<file path="src/rtl/spi_slave_core.sv">
// spi_slave_core: SPI responder core. SCK, NSS and MOSI are oversampled in
// the clk_i domain. DATA_WIDTH-bit words are shifted in and out, with
// valid/ready TX and RX word interfaces and sticky overrun/underrun flags.
// Optional feature: define SPI_SLAVE_LSB_FIRST_EN to add lsb_first_i, which
// selects LSB-first bit order per word.
module spi_slave_core #(
  parameter int unsigned DATA_WIDTH = 8,
  parameter bit          CPOL       = 1'b0,
  parameter bit          CPHA       = 1'b0
) (
  input  logic                  clk_i,
  input  logic                  rst_i,
  input  logic                  spi_sck_i,
  input  logic                  spi_nss_i,
  input  logic                  spi_mosi_i,
  output logic                  spi_miso_o,
  output logic                  spi_miso_en_o,
  input  logic [DATA_WIDTH-1:0] tx_data_i,
  input  logic                  tx_valid_i,
  output logic                  tx_ready_o,
  output logic [DATA_WIDTH-1:0] rx_data_o,
  output logic                  rx_valid_o,
  input  logic                  rx_ready_i,
  output logic                  busy_o,
  output logic                  ovr_o,
  output logic                  undr_o,
  input  logic                  flag_clr_i
`ifdef SPI_SLAVE_LSB_FIRST_EN
  ,
  input  logic                  lsb_first_i
`endif
);

  localparam int unsigned CntW = $clog2(DATA_WIDTH + 1);
  localparam logic [CntW-1:0] WordEnd = CntW'(DATA_WIDTH);
  localparam logic [CntW-1:0] LastBit = CntW'(DATA_WIDTH - 1);

  typedef enum logic {IDLE, SHIFT} state_e;

  state_e state_q, state_d;

  logic sck_s1_q, sck_s2_q, sck_s3_q;
  logic nss_s1_q, nss_s2_q, nss_s3_q;
  logic mosi_s1_q, mosi_s2_q;

  logic [CntW-1:0]       bit_cnt_q, bit_cnt_d;
  logic [DATA_WIDTH-1:0] shift_tx_q, shift_tx_d;
  logic [DATA_WIDTH-1:0] shift_rx_q, shift_rx_d;
  logic [DATA_WIDTH-1:0] hold_q, hold_d;
  logic                  tx_ready_q, tx_ready_d;
  logic [DATA_WIDTH-1:0] rx_data_q, rx_data_d;
  logic                  rx_valid_q, rx_valid_d;
  logic                  miso_en_q, miso_en_d;
  logic                  busy_q, busy_d;
  logic                  ovr_q, ovr_d;
  logic                  undr_q, undr_d;

  logic sck_rise_c, sck_fall_c, lead_c, trail_c, sample_c, shift_c;
  logic nss_fall_c, nss_rise_c;
  logic load_c, commit_c, ovr_set_c, undr_set_c;
  logic lsb_load_c, lsb_mode_c;
  logic [DATA_WIDTH-1:0] load_val_c, word_c;

  function automatic logic [DATA_WIDTH-1:0] bit_rev(input logic [DATA_WIDTH-1:0] v);
    logic [DATA_WIDTH-1:0] r;
    r = '0;
    for (int i = 0; i < int'(DATA_WIDTH); i++) r[i] = v[DATA_WIDTH-1-i];
    return r;
  endfunction

  // Pin synchronisers; the third SCK/NSS stage feeds edge detection.
  always_ff @(posedge clk_i) begin
    if (rst_i) begin
      sck_s1_q  <= CPOL;
      sck_s2_q  <= CPOL;
      sck_s3_q  <= CPOL;
      nss_s1_q  <= 1'b1;
      nss_s2_q  <= 1'b1;
      nss_s3_q  <= 1'b1;
      mosi_s1_q <= 1'b0;
      mosi_s2_q <= 1'b0;
    end else begin
      sck_s1_q  <= spi_sck_i;
      sck_s2_q  <= sck_s1_q;
      sck_s3_q  <= sck_s2_q;
      nss_s1_q  <= spi_nss_i;
      nss_s2_q  <= nss_s1_q;
      nss_s3_q  <= nss_s2_q;
      mosi_s1_q <= spi_mosi_i;
      mosi_s2_q <= mosi_s1_q;
    end
  end

  assign sck_rise_c = sck_s2_q & ~sck_s3_q;
  assign sck_fall_c = ~sck_s2_q & sck_s3_q;
  assign lead_c     = CPOL ? sck_fall_c : sck_rise_c;
  assign trail_c    = CPOL ? sck_rise_c : sck_fall_c;
  assign sample_c   = CPHA ? trail_c : lead_c;
  assign shift_c    = CPHA ? lead_c : trail_c;
  assign nss_fall_c = ~nss_s2_q & nss_s3_q;
  assign nss_rise_c = nss_s2_q & ~nss_s3_q;

  // Next-state logic: transfer FSM, shift registers, handshakes and flags.
  always_comb begin
    state_d    = state_q;
    bit_cnt_d  = bit_cnt_q;
    shift_tx_d = shift_tx_q;
    shift_rx_d = shift_rx_q;
    hold_d     = hold_q;
    tx_ready_d = tx_ready_q;
    rx_data_d  = rx_data_q;
    rx_valid_d = rx_valid_q;
    miso_en_d  = miso_en_q;
    busy_d     = ~nss_s2_q;
    ovr_d      = ovr_q;
    undr_d     = undr_q;
    load_c     = 1'b0;
    commit_c   = 1'b0;
    ovr_set_c  = 1'b0;
    undr_set_c = 1'b0;
    word_c     = {shift_rx_q[DATA_WIDTH-2:0], mosi_s2_q};
    load_val_c = tx_ready_q ? '0 : hold_q;

    case (state_q)
      IDLE: begin
        if (nss_fall_c) begin
          state_d   = SHIFT;
          load_c    = 1'b1;
          bit_cnt_d = '0;
          miso_en_d = 1'b1;
        end
      end
      SHIFT: begin
        if (nss_rise_c) begin
          // Abort: drop partial word and line drive, holding register kept.
          state_d    = IDLE;
          bit_cnt_d  = '0;
          shift_tx_d = '0;
          shift_rx_d = '0;
          miso_en_d  = 1'b0;
        end else if (sample_c && bit_cnt_q != WordEnd) begin
          shift_rx_d = word_c;
          bit_cnt_d  = bit_cnt_q + CntW'(1);
          if (bit_cnt_q == LastBit) begin
            if (!rx_valid_q || rx_ready_i) commit_c  = 1'b1;
            else                           ovr_set_c = 1'b1;
          end
        end else if (shift_c) begin
          if (bit_cnt_q == WordEnd) begin
            load_c    = 1'b1;
            bit_cnt_d = '0;
          end else if (bit_cnt_q != '0) begin
            shift_tx_d = {shift_tx_q[DATA_WIDTH-2:0], 1'b0};
          end
        end
      end
      default: state_d = IDLE;
    endcase

    // A load takes the old holding contents; a same-cycle capture refills it.
    if (load_c) begin
      shift_tx_d = lsb_load_c ? bit_rev(load_val_c) : load_val_c;
      undr_set_c = tx_ready_q;
      tx_ready_d = 1'b1;
    end
    if (tx_valid_i && tx_ready_q) begin
      hold_d     = tx_data_i;
      tx_ready_d = 1'b0;
    end

    if (rx_valid_q && rx_ready_i) rx_valid_d = 1'b0;
    if (commit_c) begin
      rx_data_d  = lsb_mode_c ? bit_rev(word_c) : word_c;
      rx_valid_d = 1'b1;
    end

    if (flag_clr_i) begin
      ovr_d  = 1'b0;
      undr_d = 1'b0;
    end
    if (ovr_set_c)  ovr_d  = 1'b1;
    if (undr_set_c) undr_d = 1'b1;
  end

  // State and datapath registers.
  always_ff @(posedge clk_i) begin
    if (rst_i) begin
      state_q    <= IDLE;
      bit_cnt_q  <= '0;
      shift_tx_q <= '0;
      shift_rx_q <= '0;
      hold_q     <= '0;
      tx_ready_q <= 1'b1;
      rx_data_q  <= '0;
      rx_valid_q <= 1'b0;
      miso_en_q  <= 1'b0;
      busy_q     <= 1'b0;
      ovr_q      <= 1'b0;
      undr_q     <= 1'b0;
    end else begin
      state_q    <= state_d;
      bit_cnt_q  <= bit_cnt_d;
      shift_tx_q <= shift_tx_d;
      shift_rx_q <= shift_rx_d;
      hold_q     <= hold_d;
      tx_ready_q <= tx_ready_d;
      rx_data_q  <= rx_data_d;
      rx_valid_q <= rx_valid_d;
      miso_en_q  <= miso_en_d;
      busy_q     <= busy_d;
      ovr_q      <= ovr_d;
      undr_q     <= undr_d;
    end
  end

`ifdef SPI_SLAVE_LSB_FIRST_EN
  logic lsb_q, lsb_d;

  assign lsb_load_c = lsb_first_i;
  assign lsb_mode_c = lsb_q;
  assign lsb_d      = load_c ? lsb_first_i : lsb_q;

  // Bit order is latched per word so RX assembly matches the TX load.
  always_ff @(posedge clk_i) begin
    if (rst_i) lsb_q <= 1'b0;
    else       lsb_q <= lsb_d;
  end
`else
  assign lsb_load_c = 1'b0;
  assign lsb_mode_c = 1'b0;
`endif

  assign spi_miso_o    = miso_en_q & shift_tx_q[DATA_WIDTH-1];
  assign spi_miso_en_o = miso_en_q;
  assign tx_ready_o    = tx_ready_q;
  assign rx_data_o     = rx_data_q;
  assign rx_valid_o    = rx_valid_q;
  assign busy_o        = busy_q;
  assign ovr_o         = ovr_q;
  assign undr_o        = undr_q;

endmodule
</file>
<file path="config.mk">
export PLATFORM = sky130hd
export DESIGN_NAME = spi_slave_core
export DESIGN_NICKNAME = d
export VERILOG_FILES = /design/src/rtl/spi_slave_core.sv
export SDC_FILE = /design/constraint.sdc
export NUM_CORES = 1
export LEC_CHECK = 0
export CAP_MARGIN = 10
export CORE_UTILIZATION = 40
export CTS_CLUSTER_SIZE = 30
export DETAILED_ROUTE_END_ITERATION = 10
export GPL_TIMING_DRIVEN = 0
export PLACE_DENSITY = 0.64
export SLEW_MARGIN = 20
export SYNTH_ARGS = -nofsm -noshare
export SYNTH_HDL_FRONTEND = slang
export SYNTH_SLANG_ARGS = --single-unit
</file>
<file path="constraint.sdc">
create_clock -name clk_i -period 2.18 [get_ports clk_i]
set_input_delay 0.436 -clock clk_i [delete_from_list [all_inputs] [get_ports clk_i]]
set_output_delay 0.436 -clock clk_i [all_outputs]
set_load 0.05 [all_outputs]
</file>
==> out/metrics.csv, run 1 <==
stage,metric,value,unit
setup_path,Top Family by Delay on Critical Path,buffers and inverters,
setup_path,critical path class,flip-flop to output pin,
sta,Max Fclk,495,MHz
finish,most frequent cells in the layout,"50 x dfxtp_1, 29 x clkdlybuf4s50_1, 22 x nand2_1",
placement,gpl congestion,0.762,
floorplanning,# IOs,31,
finish,area taken by multi-input logic gates,971,sq um
detailed_routing,total number of vias,1661,
cts,cts hold-fix bufs,0,
global_route,vias in the first global route,1521,
setup_path,Worst Path Arrival,1.58,ns
finish,fraction of layout cells with a size suffix above 1,0.101,
setup_path,logic depth of the worst setup path including buffers,2,
finish,# fillers,455,
synthesis,"EDFF count, synth",0,
setup_path,reg2reg start,bit_cnt_q[0],
sta,Slew HR,0.545,
cts,Max clock buf depth,2,
synthesis,post-synth net total,239,
global_route,GRT Residual Overflow,0,
finish,FF+latch area,1000,sq um
detailed_routing,violation count after the first detailed-routing iteration,83,
detailed_routing,drt drc,0,
synthesis,"FFs w/ async S/R, synth",0,
cts,CTS buffer count,5,
sta,setup TNS,0,ns
global_route,largest net degree at the start of global routing,17,
sta,Worst Skew,0.00957,ns
setup_path,CP max-delay cell,clkdlybuf4s50_1,
sta,Finish-stage setup viols,0,
detailed_routing,DR WL/cell,12.8,microns
synthesis,"Cell Area, Synth",2070,sq um
setup_path,worst setup path start,spi_miso_en_o,
placement,PortBufs,29,
finish,"most common cell after layout, fill and taps aside",dfxtp_1,
cts,H-tree depth,2,
synthesis,post-synthesis sequential area ratio,0.483,
sta,Final Hold Vio Count,0,
synthesis,#FFs+latches synth,50,
synthesis,Synth warnings,0,
setup_path,Crit Path Max Fanout,4,
setup_path,crit path to,spi_miso_o,
finish,Layout Nets,275,
floorplanning,Initial Utilization,0.428,
cts,Post-CTS Setup Inserts,0,
sta,count of pins over their slew limit,0,
sta,Hold WS,0.423,ns
cts,post_cts resized,0,
sta,unrepaired setup endpoints after global routing,false,
pwr,Leak,0.904,nW
placement,dpl hpwl,2960,microns
cts,total clock sinks,50,
setup_path,internal reg-to-reg setup slack,0.45,ns
cts,CTS tree,yes,
floorplanning,Die X,74.0,microns
setup_path,Required @ worst endpoint,1.74,ns
floorplanning,Total Die Area,5480,sq um
status,outcome,"finished, final reports clean",
sta,Final min period,2.02,ns
setup_path,Worst Path Buf+Inv,1,
cts,Clock Pin Slew Worst Setup and Hold Paths,0.08,ns
floorplanning,Die Ht,74.0,microns
setup_path,Startpoint Class,flip-flop,
setup_path,crit-path cells,and2_1 -> clkdlybuf4s50_1,
setup_path,"Largest stage delay, worst path",0.79,ns
synthesis,"Primary FF master, synth",dfxtp_1,
synthesis,Synth cell types,42,
min_path,hold_sp,nss_s1_q,
synthesis,Mapped Cells,221,
detailed_routing,final wirelength,4170,microns
sta,final worst-path cycle share,0.927,
finish,antenna cell count,0,
detailed_routing,Via-to-Cell Ratio,5.11,
synthesis,Mean Syn Cell Area,9.38,sq um
setup_path,R2R Path End,shift_rx_q[1],
setup_path,Reg2Reg Depth,7,
job,Max Cap Violations,0,
global_route,GRT Total Usage,0.167,
setup_path,CP endpoint kind,output pin,
detailed_routing,post-route antenna net violation count,0,
cts,root buffer cell,clkbuf_8,
floorplanning,Row Count,25,
min_path,Hold Crit Class,flip-flop to flip-flop,
detailed_routing,Pre-antenna DRT Iters,4,
sta,Tightest Pin Transition,0.680,ns
finish,area grow syn2layout,22.9,%
floorplanning,Core Box Area,4850,sq um
global_route,first-pass GRT wire length,6850,microns
global_route,initial antenna violation count,0,
cts,clk_lat worst skew,0.31,ns
pwr,Cell Pwr Density,663,nW/um^2
pwr,peak supply drop,281,uV
where the power goes:
group / leakage, nW / switching (mW) / internal [mW] / total (mW)
clock: 0.0514 / 0.310 / 0.261 / 0.572
sequential: 0.407 / 0.0162 / 0.941 / 0.958
combinational: 0.445 / 0.0912 / 0.0692 / 0.160
total: 0.904 / 0.418 / 1.27 / 1.69
metal layers:
layer  vias up  wire, microns  global-route usage
li1        860              -                   -
met1       767           2060               0.218
met2        25           1890               0.266
met3         9            136              0.0285
met4         0             90              0.0833
met5         -              0                   0
stage by stage:
stage          total power, mW  utilization  worst slack, ns  instance area (sq um)  instances
3_3_place_gp              1.14        0.505            0.412                   2450        317
5_1_grt                   1.77        0.525           0.0964                   2550        325
3_5_place_dp              1.14        0.505            0.412                   2450        317
6_report                  1.69        0.525            0.160                   2550        325
2_1_floorplan             1.08            -            0.603                   2070        221
4_1_cts                   1.72        0.525            0.140                   2550        325
cell families after synthesis:
logic type,synth area share
simple gates,0.194
fa+ha+maj,0.0121
buf+inv,0.0489
mux,0.00543
xor+xnor,0.00423
compound gates,0.253
flops,0.483
cell usage after synthesis (2+ instances only):
cell type	number	area (sq um)
a211oi_1	8	60.1
and2_1	3	18.8
nor2b_1	10	62.6
a22o_1	9	78.8
o21ai_0	11	55.1
buf_2	3	15.0
nand2_1	22	82.6
or2_2	2	12.5
o21a_1	7	52.6
and3b_1	3	26.3
inv_1	13	48.8
ha_1	2	25.0
dfxtp_1	50	1000
nand3_1	9	45.0
clkbuf_1	5	18.8
o221a_2	7	78.8
o21bai_1	2	15.0
nand2b_1	6	37.5
a21oi_1	21	105
nor2_1	6	22.5
how the worst min path moves through the flow:
stage | end | slack, ns | depth (start not counted)
after global routing | nss_s2_q | 0.45 | 1
after global placement | nss_s2_q | 0.39 | 1
after floorplan | nss_s2_q | 0.39 | 1
final | nss_s2_q | 0.42 | 1
after detailed placement | nss_s2_q | 0.41 | 1
after CTS | nss_s2_q | 0.43 | 1
layout make-up:
cell class                      count  share of cell area
Buffer                             10              0.0192
Clock buffer                        6              0.0324
Clock inverter                      2             0.00688
Inverter                           14              0.0206
Multi-Input combinational cell    147               0.381
Sequential cell                    50               0.393
Tap cell                           67              0.0329
Timing Repair Buffer               29               0.114
flip-flops by register name (all words and copies together) (netlist names):
name and flops:
sck_s3_q 1, mosi_s2_q 1, busy_o 1, hold_q 8
nss_s1_q 1, tx_ready_o 1, sck_s2_q 1, mosi_s1_q 1
shift_rx_q 7, state_q 1, spi_miso_en_o 1, rx_data_o 8
bit_cnt_q 4, rx_valid_o 1, nss_s3_q 1, nss_s2_q 1
ovr_o 1, shift_tx_q 8, undr_o 1, sck_s1_q 1
No activity file was read; power rests on OpenSTA's default activity.
==> run 2, diff against run 1 <==
--- a/config.mk
+++ b/config.mk
@@ -6,11 +6,13 @@
 export NUM_CORES = 1
 export LEC_CHECK = 0
 export CAP_MARGIN = 10
+export CELL_PAD_IN_SITES_DETAIL_PLACEMENT = 0
+export CELL_PAD_IN_SITES_GLOBAL_PLACEMENT = 1
 export CORE_UTILIZATION = 40
 export CTS_CLUSTER_SIZE = 30
 export DETAILED_ROUTE_END_ITERATION = 10
 export GPL_TIMING_DRIVEN = 0
-export PLACE_DENSITY = 0.64
+export PLACE_DENSITY_LB_ADDON = 0.1
 export SLEW_MARGIN = 20
 export SYNTH_ARGS = -nofsm -noshare
 export SYNTH_HDL_FRONTEND = slang
==> run 2 against run 1 <==
Sequential power barely moved. Die area unchanged. Critical path depth stayed put. Sequential share of layout area grew 0.27 points. Clock-buffer cell count did not move. Via count is 0.18% lower. Hold slack worse by 0.0083 ns. Critical path type unchanged.
==> out/metrics.csv, run 2 (same netlist as run 1, synthesis figures left out) <==
stage,metric,value,unit,change
status,outcome,"finished, final reports clean",,
sta,final worst-path cycle share,0.925,,-0.00156
sta,Slew HR,0.530,,-0.0151
sta,Worst Skew,0.00638,ns,-0.00318 ns
finish,fraction of layout cells with a size suffix above 1,0.0938,,-0.00703
detailed_routing,drt drc,0,,unchanged
job,Max Cap Violations,0,,unchanged
detailed_routing,Pre-antenna DRT Iters,4,,unchanged
finish,Finished Core Util,0.522,,-0.00361
detailed_routing,total number of vias,1658,,-0.18%
pwr,Total Power,1.65,mW,-2.2%
setup_path,Crit Path Max Fanout,4,,unchanged
setup_path,CP endpoint kind,output pin,,
pwr,peak supply drop,325,uV,+16%
sta,Finish-stage setup viols,0,,unchanged
global_route,GRT Residual Overflow,0,,unchanged
global_route,largest net degree at the start of global routing,14,,-3
setup_path,Worst Path Arrival,1.58,ns,about the same
detailed_routing,violation count after the first detailed-routing iteration,80,,-3.6%
cts,root buffer cell,clkbuf_8,,
cts,Max clock buf depth,2,,unchanged
cts,clk_lat worst skew,0.30,ns,about the same
finish,area grow syn2layout,22.0,%,
cts,total clock sinks,50,,unchanged
finish,most frequent cells in the layout,"50 x dfxtp_1, 29 x clkdlybuf4s50_1, 22 x nand2_1",,
sta,setup TNS,0,ns,unchanged
placement,dpl hpwl,3030,microns,+2.4%
global_route,GRT Total Usage,0.175,,+0.00856
sta,Final min period,2.02,ns,-0.00340 ns
placement,gpl congestion,0.726,,-4.7%
finish,"most common cell after layout, fill and taps aside",dfxtp_1,,
detailed_routing,final wirelength,4390,microns,+5.1%
floorplanning,Core Box Area,4850,sq um,unchanged
global_route,vias in the first global route,1521,,unchanged
setup_path,Required @ worst endpoint,1.74,ns,about the same
sta,count of pins over their slew limit,0,,unchanged
sta,Max Fclk,496,MHz,+0.17%
sta,unrepaired setup endpoints after global routing,false,,
finish,Layout Nets,275,,unchanged
floorplanning,Row Count,25,,unchanged
setup_path,internal reg-to-reg setup slack,0.45,ns,about the same
cts,cts hold-fix bufs,0,,unchanged
global_route,met1 global-route usage,0.241,,+0.0229
cts,Post-CTS Setup Inserts,0,,unchanged
global_route,met3 global-route usage,0.0407,,+0.0122
sta,Final Hold Vio Count,0,,unchanged
floorplanning,Initial Utilization,0.428,,unchanged
floorplanning,Die Ht,74.0,microns,unchanged
cts,Clock Pin Slew Worst Setup and Hold Paths,0.09,ns,about the same
min_path,Hold Crit Class,flip-flop to flip-flop,,
pwr,Cell Pwr Density,653,nW/um^2,-1.6%
global_route,initial antenna violation count,0,,unchanged
global_route,gr busiest metal,met2,,
sta,Tightest Pin Transition,0.702,ns,+0.0226 ns
detailed_routing,Via-to-Cell Ratio,5.13,,+0.44%
detailed_routing,post-route antenna net violation count,0,,unchanged
floorplanning,Total Die Area,5480,sq um,unchanged
cts,H-tree depth,2,,unchanged
global_route,first-pass GRT wire length,7220,microns,+5.4%
floorplanning,Die X,74.0,microns,unchanged
setup_path,critical path class,flip-flop to output pin,,
pwr,Leak,0.895,nW,-0.91%
global_route,GR met2 Demand/Resource,0.272,,+0.00606
finish,antenna cell count,0,,unchanged
cts,CTS tree,yes,,
setup_path,Startpoint Class,flip-flop,,
detailed_routing,DR WL/cell,13.6,microns,+5.7%
placement,PortBufs,29,,unchanged
cts,post_cts resized,0,,unchanged
cts,CTS buffer count,5,,unchanged
floorplanning,# IOs,31,,unchanged
## run 2: changes by cell type in the layout (fill, tap and decap cells not counted), sizes merged
cell / previous run / this run
clkinv: 3 / 1
## run 2: worst paths after layout
| kind | start | cells after the start | end |
|---|---|---|---|
| worst min-delay path | nss_s1_q | 1 | nss_s2_q |
| worst max-delay path | spi_miso_en_o | 2 | spi_miso_o |
| worst max register to register | bit_cnt_q[0] | 7 | shift_rx_q[3] |
| worst min register to register | nss_s1_q | 1 | nss_s2_q |
## run 2: routing by layer
layer,part of all wire,vias up
met1,0.50,768
li1,-,859
met5,0,-
met4,0.012,0
met2,0.45,24
met3,0.035,7
## run 2: layout make-up
class	count	area (sq um)
buffer	10	48.8
sequential	50	1000
inverter	14	52.6
fill	469	2320
tap	67	83.8
clock buffer	6	82.6
timing repair buffer	29	290
multi-input combinational	147	971
## run 2: where the power goes
part | total (mW) | internal [mW] | switching [mW]
clock network | 0.533 | 0.245 | 0.288
logic | 0.161 | 0.0692 | 0.0920
registers | 0.958 | 0.941 | 0.0165
## run 2: metrics by stage
stage,setup WS (ns),area [sq um],std cells,hold slack (ns)
after global routing,0.0662,2530,323,0.442
after floorplan,0.603,2070,221,0.389
final,0.163,2530,323,0.415
after global placement,0.392,2450,317,0.390
after CTS,0.148,2530,323,0.419
after detailed placement,0.402,2450,317,0.399
## run 2: worst max-delay path, stage by stage (launching register included)
cell and delay, ns:
dfxtp_1 0.36, and2_1 0.13, clkdlybuf4s50_1 0.79
